==> config.mk <==
export PLATFORM = sky130hd
export DESIGN_NAME = jtframe_sdram_arb
export DESIGN_NICKNAME = d
export VERILOG_FILES = /design/src/rtl/jtframe_sdram_arb.sv
export SDC_FILE = /design/constraint.sdc
export NUM_CORES = 1
export LEC_CHECK = 0
export ABC_AREA = 1
export CAP_MARGIN = 20
export CORE_ASPECT_RATIO = 1.1
export CORE_MARGIN = 5
export CORE_UTILIZATION = 25
export DETAILED_ROUTE_END_ITERATION = 8
export HOLD_SLACK_MARGIN = 0.02
export PLACE_DENSITY = 0.64
export SYNTH_ARGS = -nofsm -noshare
export SYNTH_HDL_FRONTEND = slang
export SYNTH_SLANG_ARGS = --single-unit
==> constraint.sdc <==
create_clock -name clk -period 4.9 [get_ports clk]
set_input_delay 1.225 -clock clk [delete_from_list [all_inputs] [get_ports clk]]
set_output_delay 1.225 -clock clk [all_outputs]
set_load 0.005 [all_outputs]
==> src/rtl/jtframe_sdram_arb.sv <==
// jtframe_sdram_arb: multi-slot SDRAM arbiter.
// Grants one client slot at a time, forwards its command to the SDRAM
// controller and returns the result with a held one-hot select plus a
// one-cycle completion strobe.
// Optional feature: define JTFRAME_SDRAM_ARB_RR_EN for round-robin priority;
// the default build uses fixed priority (lowest slot index wins).
module jtframe_sdram_arb #(
  parameter int SLOTS = 4,
  parameter int IW    = 2
) (
  input  logic                  clk,
  input  logic                  rst_n,
  input  logic [SLOTS-1:0]      slot_req,
  input  logic [SLOTS-1:0]      slot_rnw,
  input  logic [SLOTS*22-1:0]   slot_addr,
  input  logic [SLOTS*32-1:0]   slot_wrdata,
  output logic [SLOTS-1:0]      slot_sel,
  output logic [31:0]           slot_din,
  output logic                  slot_din_ok,
  output logic                  ctl_req,
  output logic                  ctl_rnw,
  output logic [21:0]           ctl_addr,
  output logic [31:0]           ctl_wrdata,
  input  logic                  ctl_ack,
  input  logic                  ctl_rdy,
  input  logic [31:0]           ctl_dout,
  output logic                  busy
);

  typedef enum logic [1:0] {
    S_IDLE,
    S_WAIT_ACK,
    S_WAIT_DATA,
    S_DONE
  } state_t;

  state_t            state_q, state_d;
  logic [SLOTS-1:0]  sel_q, sel_d;
  logic [31:0]       din_q, din_d;
  logic              din_ok_q, din_ok_d;
  logic              req_q, req_d;
  logic              rnw_q, rnw_d;
  logic [21:0]       addr_q, addr_d;
  logic [31:0]       wrdata_q, wrdata_d;

  logic [IW-1:0]     grant_idx;
  logic              any_req;

`ifdef JTFRAME_SDRAM_ARB_RR_EN
  logic [IW-1:0]     last_q, last_d;

  // Round-robin winner: first requesting slot searching upward from last+1.
  always_comb begin
    // NOTE: every signal driven here gets a default first, so no path leaves
    // it unassigned and no latch is inferred.
    any_req   = |slot_req;
    grant_idx = '0;
    // Walk from farthest to nearest so the slot closest to last+1 wins.
    for (int k = SLOTS; k >= 1; k--) begin
      if (slot_req[(int'(last_q) + k) % SLOTS]) begin
        grant_idx = IW'((int'(last_q) + k) % SLOTS);
      end
    end
  end
`else
  // Fixed-priority winner: lowest requesting index.
  always_comb begin
    // NOTE: every signal driven here gets a default first, so no path leaves
    // it unassigned and no latch is inferred.
    any_req   = |slot_req;
    grant_idx = '0;
    for (int i = SLOTS - 1; i >= 0; i--) begin
      if (slot_req[i]) begin
        grant_idx = IW'(i);
      end
    end
  end
`endif

  // Next-state and registered-output logic of the transaction FSM.
  always_comb begin
    state_d  = state_q;
    sel_d    = sel_q;
    din_d    = din_q;
    din_ok_d = din_ok_q;
    req_d    = req_q;
    rnw_d    = rnw_q;
    addr_d   = addr_q;
    wrdata_d = wrdata_q;
`ifdef JTFRAME_SDRAM_ARB_RR_EN
    last_d   = last_q;
`endif

    unique case (state_q)
      S_IDLE: begin
        if (any_req) begin
          state_d  = S_WAIT_ACK;
          sel_d    = SLOTS'(1) << grant_idx;
          req_d    = 1'b1;
          rnw_d    = slot_rnw[grant_idx];
          addr_d   = slot_addr[22*grant_idx +: 22];
          wrdata_d = slot_wrdata[32*grant_idx +: 32];
`ifdef JTFRAME_SDRAM_ARB_RR_EN
          last_d   = grant_idx;
`endif
        end
      end

      S_WAIT_ACK: begin
        if (ctl_ack) begin
          req_d = 1'b0;
          if (ctl_rdy) begin
            // Controller finished in the same cycle it accepted the command.
            state_d  = S_DONE;
            din_ok_d = 1'b1;
            if (rnw_q) din_d = ctl_dout;
          end else begin
            state_d = S_WAIT_DATA;
          end
        end
      end

      S_WAIT_DATA: begin
        if (ctl_rdy) begin
          state_d  = S_DONE;
          din_ok_d = 1'b1;
          // Writes keep the previous read data visible to the slots.
          if (rnw_q) din_d = ctl_dout;
        end
      end

      S_DONE: begin
        state_d  = S_IDLE;
        din_ok_d = 1'b0;
        sel_d    = '0;
      end

      default: begin
        state_d = S_IDLE;
      end
    endcase
  end

  // State and output registers; asynchronous reset clears everything at once.
  always_ff @(posedge clk or negedge rst_n) begin
    if (!rst_n) begin
      state_q  <= S_IDLE;
      sel_q    <= '0;
      din_q    <= '0;
      din_ok_q <= 1'b0;
      req_q    <= 1'b0;
      rnw_q    <= 1'b1;
      addr_q   <= '0;
      wrdata_q <= '0;
    end else begin
      // NOTE: non-blocking assignments so every register samples the
      // pre-edge values regardless of statement order.
      state_q  <= state_d;
      sel_q    <= sel_d;
      din_q    <= din_d;
      din_ok_q <= din_ok_d;
      req_q    <= req_d;
      rnw_q    <= rnw_d;
      addr_q   <= addr_d;
      wrdata_q <= wrdata_d;
    end
  end

`ifdef JTFRAME_SDRAM_ARB_RR_EN
  // Round-robin pointer; starts at the top slot so slot 0 is searched first.
  always_ff @(posedge clk or negedge rst_n) begin
    if (!rst_n) begin
      last_q <= IW'(SLOTS - 1);
    end else begin
      last_q <= last_d;
    end
  end
`endif

  assign slot_sel    = sel_q;
  assign slot_din    = din_q;
  assign slot_din_ok = din_ok_q;
  assign ctl_req     = req_q;
  assign ctl_rnw     = rnw_q;
  assign ctl_addr    = addr_q;
  assign ctl_wrdata  = wrdata_q;
  assign busy        = (state_q != S_IDLE);

endmodule
==> impl_results.md, run 1 <==
* Outcome: complete, no violations
* Crit Path Max Fanout at 33
* Core Region at 0.02432 mm²
* Antenna viol nets, final at 0
* DR vias at 7296
* Hold_ws at 0.4835 ns
* CTS tree: built
* Startpoint Class: input pin
* Total of max-cap violations at 0
* Post-Syn Area at 0.006122 mm²
* Crit path arrival time at 3.41 ns
* Crit path kind: input pin to flop
* Flip-flop and latch area at 0.002379 mm²
* # fillers at 2573
* Clock slew at the register clock pins of the worst setup and hold paths at 0.07 ns
* Number of port buffers at 353
* Synth Net Count at 1191
* Syn. warnings at 0
* Chip width at 159.2 µm
* Post-Synthesis Cells at 926
* Final slew viol count at 0
* CP dominant cell by count: buf_4
* CTS Buffer Depth at 2
* Initial Util at 25.17%
* Root Buffer: clkbuf_16
* Hold-fix buffers, CTS at 0
* TritonRoute pass-1 iters at 5
* Slew headroom at 42.75%
* CTS sink cnt at 95
* Initial DRC Count at 409
* VDD IR max at 0.0002600 V
* Seq/Total Area, Yosys at 38.85%
* CP endpoint kind: flop
* RSZ-0062 raised after global routing: no
* Synthesized flop and latch total at 95
* Inserted Clock Buffers at 9
* Setup TNS at 0 ns
* Critical Path RT at 5.17 ns
* Yosys cell types at 22
* Layout cell share with drive strength beyond 1 at 3.942%
* Routed wire per std cell at 16.78 µm
* Pwr dens at 415.9 mW/mm²
* Post-DP HPWL at 18.82 mm
* Vias in the first global route at 7214
* Antenna violations before repair at 0
* Post-CTS Resized at 0
* Max stage delay on crit path at 0.58 ns
* Die height at 174.1 µm
* Tightest Hold Check Type: flop to flop
* Row cnt at 60
* Total global routing overflow at 0
* Worst-Margin Slew at 0.8555 ns
* DRT Wirelength at 26.06 mm
* Vias/cell at 4.698
* Antenna cells at 0
* Largest net degree at the start of global routing at 65
* Crit-path cells: buf_2, buf_4, nor2_4, buf_4, nand3_1, nand2_1, nor2_1, a21oi_1
* Cell taking the most area after synthesis: dfrtp_1
* Final nets at 1503
* Area of the multi-input gates at 0.002859 mm²
* Area delta synth->final at 66.85%
* Pre-CTS WS at 1.340 ns
* Latest clock arrival within the worst-skew pair at 0.36 ns
* Setup WS post-layout at 1.759 ns
* Hold Fails Final Rpt at 0
* Final critical-path required period at 3.141 ns
* Yosys top cell area share at 38.42%
* Number of I/O pins at 354
* RD Place Congestion at 0.8303
* Syn Area/Cell at 6.611 µm²
* Post-CTS Setup Inserts at 0
* Final Core Density at 42.00%
* Static Leak at 0.004923 µW
* # setup viols final at 0
* Largest cells by area after synthesis: dfrtp_1 38%, nand3_1 23%, inv_1 9.4%, nor2_1 7.0%, nand2_1 6.2%
* Die footprint at 0.02772 mm²
* Bufs and invs on worst path at 3
* Clk_skew at 0.01299 ns
* Gr usage total at 17.94%
* CTS H-Tree Depth at 3
* Slowest cell on crit path: nor2_4
* Tcrit/Tclk final at 64.11%
* Top Family by Delay on Critical Path: buffers and inverters
* Fmax at 318.3 MHz
* DRC at 0
* First-pass GRT wire length at 40.37 mm
logic make-up after synthesis:
family | share of synthesized area, %
fa+ha+maj | 1.022
flops | 38.85
simple gates | 36.73
compound gates | 8.400
buf+inv | 15.00
state kept, by name, indices dropped and copies added, names as in the netlist:
signal and cells:
ctl_wrdata 32, state_q 2, slot_din 32, ctl_rnw 1
slot_sel 4, ctl_addr 22, ctl_req 1, slot_din_ok 1
final cells by class:
class                      instances  share of cell area, %
sequential                        95                  23.29
clock buffer                       9                  2.205
timing repair buffer             371                  36.21
tap                              310                  3.797
multi-input combinational        607                  27.99
inverter                         154                  5.659
clock inverter                     7                 0.8574
path summary, 6_finish.rpt:
path	slack (ns)	cells after the start	end	startpoint
max in group asynchronous	3.26	2	state_q[0]$_DFFE_PN0P_	rst_n
worst min register to register	0.48	2	slot_din[12]$_DFFE_PN0P_	slot_din[12]$_DFFE_PN0P_
worst min-delay path	0.48	2	slot_din[12]$_DFFE_PN0P_	slot_din[12]$_DFFE_PN0P_
worst max-delay path	1.76	8	ctl_addr[17]$_DFFE_PN0P_	slot_req[2]
worst max register to register	2.97	7	ctl_wrdata[31]$_DFFE_PN0P_	state_q[1]$_DFFE_PN0P_
min in group asynchronous	0.73	1	ctl_wrdata[4]$_DFFE_PN0P_	rst_n
synthesized netlist by cell type:
cell / count
nand3_1: 282
inv_1: 153
nor2_1: 114
nand2_1: 101
dfrtp_1: 94
a21oi_1: 56
buf_2: 41
o21ai_0: 41
clkbuf_1: 14
buf_1: 8
buf_4: 7
ha_1: 5
dfstp_2: 1
inv_2: 1
nand2_2: 1
nand4_1: 1
nor2_4: 1
o211ai_1: 1
o21ai_1: 1
o21ai_2: 1
o31ai_1: 1
or2_2: 1
worst register-to-register path, delay by kind of cell (launching register included):
family / cells / cell delay, ns
compound gates: 1 / 0.12
fa+ha+maj: 1 / 0.30
buf+inv: 3 / 0.87
flops: 1 / 0.40
simple gates: 2 / 0.18
layout by cell type, fill, tap and decap left out:
cell,n
buf_2,1
clkinv_4,1
inv_8,3
o21ai_0,41
o21ai_4,1
o211ai_1,1
nor2_4,2
ha_1,5
buf_12,3
inv_1,152
nand4_1,1
dfrtp_1,94
o31ai_1,1
inv_2,2
clkdlybuf4s50_1,351
clkinvlp_4,2
nand2_2,3
bufinv_16,1
nor2_1,113
dfstp_2,1
nand3_1,280
or2_2,1
nand3_2,2
a21oi_1,56
nand2_1,99
clkbuf_16,9
buf_4,16
o21ai_2,1
layer usage:
metal | track usage [%] | wire, µm | up-vias
met1 | 22.30 | 10810 | 3398
met2 | 30.03 | 12560 | 285
met3 | 5.430 | 2159 | 28
li1 | - | - | 3585
met4 | 5.403 | 531 | 0
met5 | 0 | 0 | -
report_power, final:
group | switching, µW | internal (µW) | total, µW
combinational | 948 | 1150 | 2100
clock | 358 | 409 | 767
sequential | 213 | 1170 | 1380
total | 1520 | 2730 | 4250
per-stage QoR:
| step | cells | total power [µW] | instance area [µm²] |
|---|---|---|---|
| floorplan | 926 | 2242 | 6122 |
| global placement | 1534 | 3456 | 9842 |
| detailed placement | 1535 | 3512 | 9862 |
| CTS | 1551 | 4312 | 10170 |
| global route | 1553 | 4589 | 10210 |
| finish | 1553 | 4248 | 10210 |
Power figures use the tool's default switching activity.
==> run 2: changes to the inputs <==
==> constraint.sdc (replaced) <==
create_clock -name clk -period 3.15 [get_ports clk]
set_input_delay 0.7875 -clock clk [delete_from_list [all_inputs] [get_ports clk]]
set_output_delay 0.7875 -clock clk [all_outputs]
set_load 0.005 [all_outputs]
==> run 2 against run 1 <==
Compared with the run above: setup slack worse by 1.1 ns; clock skew hardly changed; critical path depth is 4 lower; clock-buffer cell count is 1 higher; hold slack worse by 0.064 ns; via count is 0.52% lower; sequential share of layout area is 0.096 points lower; combinational power is 56% higher; global-route usage is 0.42 points lower; clock power is 53% higher; critical endpoint is now busy; largest cell class unchanged.
==> impl_results.md, run 2 (same netlist as run 1, synthesis figures left out) <==
* Number of port buffers at 353
* CTS sink cnt at 95
* Initial DRC Count at 423
* Setup TNS at 0 ns
* Post-DP HPWL at 17.93 mm
* VDD IR max at 0.0003686 V
* Area delta synth->final at 67.54%
* Gr usage total at 17.53%
* Vias/cell at 4.674
* CTS tree: built
* Commonest non-fill, non-tap cells in the layout: 351 x clkdlybuf4s50_1, 280 x nand3_1, 152 x inv_1, 113 x nor2_1, 99 x nand2_1
* Tightest Hold Check Type: input pin to async pin
* Post-CTS Setup Inserts at 0
* Antenna cells at 0
* Final slew viol count at 0
* Commonest non-fill, non-tap cell in the layout: clkdlybuf4s50_1
* Crit path arrival time at 1.75 ns
* Clk_skew at 0.01269 ns
* Hold-fix buffers, CTS at 0
* Slew headroom at 57.19%
* Placed cells at 1537
* Finished Layout Cells at 1553
* Layout cell share with drive strength beyond 1 at 3.942%
* Worst-Margin Slew at 0.6422 ns
* Hold_ws at 0.4196 ns
* Post-CTS Resized at 0
* # setup viols final at 0
* Hold Fails Final Rpt at 0
* Latest clock arrival within the worst-skew pair at 0.35 ns
* Antenna viol nets, final at 0
* Inserted Clock Buffers at 9
* Metal1 wirelength at 10.72 mm
* Static Leak at 0.004949 µW
* Vias in the first global route at 7111
* CP endpoint kind: primary output
* Total of max-cap violations at 0
* Fmax at 393.5 MHz
* Outcome: complete, no violations
* Root Buffer: clkbuf_16
* Crit Path Max Fanout at 6
* Tcrit/Tclk final at 80.68%
* Antenna violations before repair at 0
* Clock slew at the register clock pins of the worst setup and hold paths at 0.08 ns
* First-pass GRT wire length at 39.85 mm
* Number of I/O pins at 354
* DR vias at 7258
* Final critical-path required period at 2.541 ns
* Row cnt at 60
* Core Region at 0.02432 mm²
* Final nets at 1503
* CTS Buffer Depth at 2
* DRC at 0
* Die footprint at 0.02772 mm²
* RD Place Congestion at 0.7979
* Pwr dens at 642.3 mW/mm²
* DRT Wirelength at 25.49 mm
* Routed wire per std cell at 16.41 µm
* Chip width at 159.2 µm
* Met3 WL at 2.052 mm
* RSZ-0062 raised after global routing: no
* # fillers at 2534
* Critical Path RT at 2.36 ns
* TritonRoute pass-1 iters at 5
* Total global routing overflow at 0
* Die height at 174.1 µm
* Startpoint Class: flop
* CTS H-Tree Depth at 3
* Largest net degree at the start of global routing at 63
* Crit path kind: flop to primary output
* WL met2 at 12.13 mm
* Top Layer Used: met4
* Initial Util at 25.17%
## run 2: cell types whose count changed in the layout (fill, tap and decap cells not counted)
cell / change
buf_12: +4
buf_4: -4
clkbuf_8: +1
clkinv_2: +2
clkinvlp_4: -2
inv_6: +2
inv_8: -3
## run 2: critical path, stage by stage (launching register included)
cell and delay [ns]:
dfrtp_1 0.43, inv_1 0.10, ha_1 0.28, inv_1 0.09
clkdlybuf4s50_1 0.51
## run 2: final timing paths
kind	end	start	slack, ns	cells after the start
max	busy	state_q[0]$_DFFE_PN0P_	0.61	4
min	ctl_wrdata[3]$_DFFE_PN0P_	rst_n	0.42	1
max reg2reg	slot_din[18]$_DFFE_PN0P_	state_q[1]$_DFFE_PN0P_	1.10	8
min reg2reg	slot_sel[1]$_DFFE_PN0P_	slot_sel[1]$_DFFE_PN0P_	0.48	2
max in group asynchronous	ctl_rnw$_DFFE_PN1P_	rst_n	1.93	2
min in group clk	slot_sel[1]$_DFFE_PN0P_	slot_sel[1]$_DFFE_PN0P_	0.48	2
## run 2: final cells by class
class / count / area, µm² / area share (%)
clock buffers: 10 / 239.0 / 2.330
clock inverters: 6 / 66.31 / 0.6465
inverters: 154 / 578.1 / 5.636
multi-input cells: 607 / 2859 / 27.87
flip-flops and latches: 95 / 2379 / 23.19
well taps: 310 / 387.9 / 3.781
repair buffers: 371 / 3749 / 36.55
## run 2: metal layers
metal  vias to the layer above  GRT usage (%)
li1                       3582              -
met1                      3365          22.33
met2                       280          28.66
met3                        31          5.762
met4                         0          4.657
met5                         -              0
## run 2: where the power goes
group / internal (µW) / switching (µW)
Sequential: 1810 / 334
Clock: 644 / 529
Combinational: 1800 / 1470
## run 2: metrics by stage
stage                     total power, µW  util [%]  setup slack, ns  area, µm²
after floorplan                      3488         -            1.482       6122
after global placement               5443     40.92           0.6608       9952
after detailed placement             5484     40.92           0.6089       9952
after CTS                            6709     42.17           0.5876      10260
after global routing                 7137     42.17           0.5074      10260
final                                6589     42.17           0.6087      10260
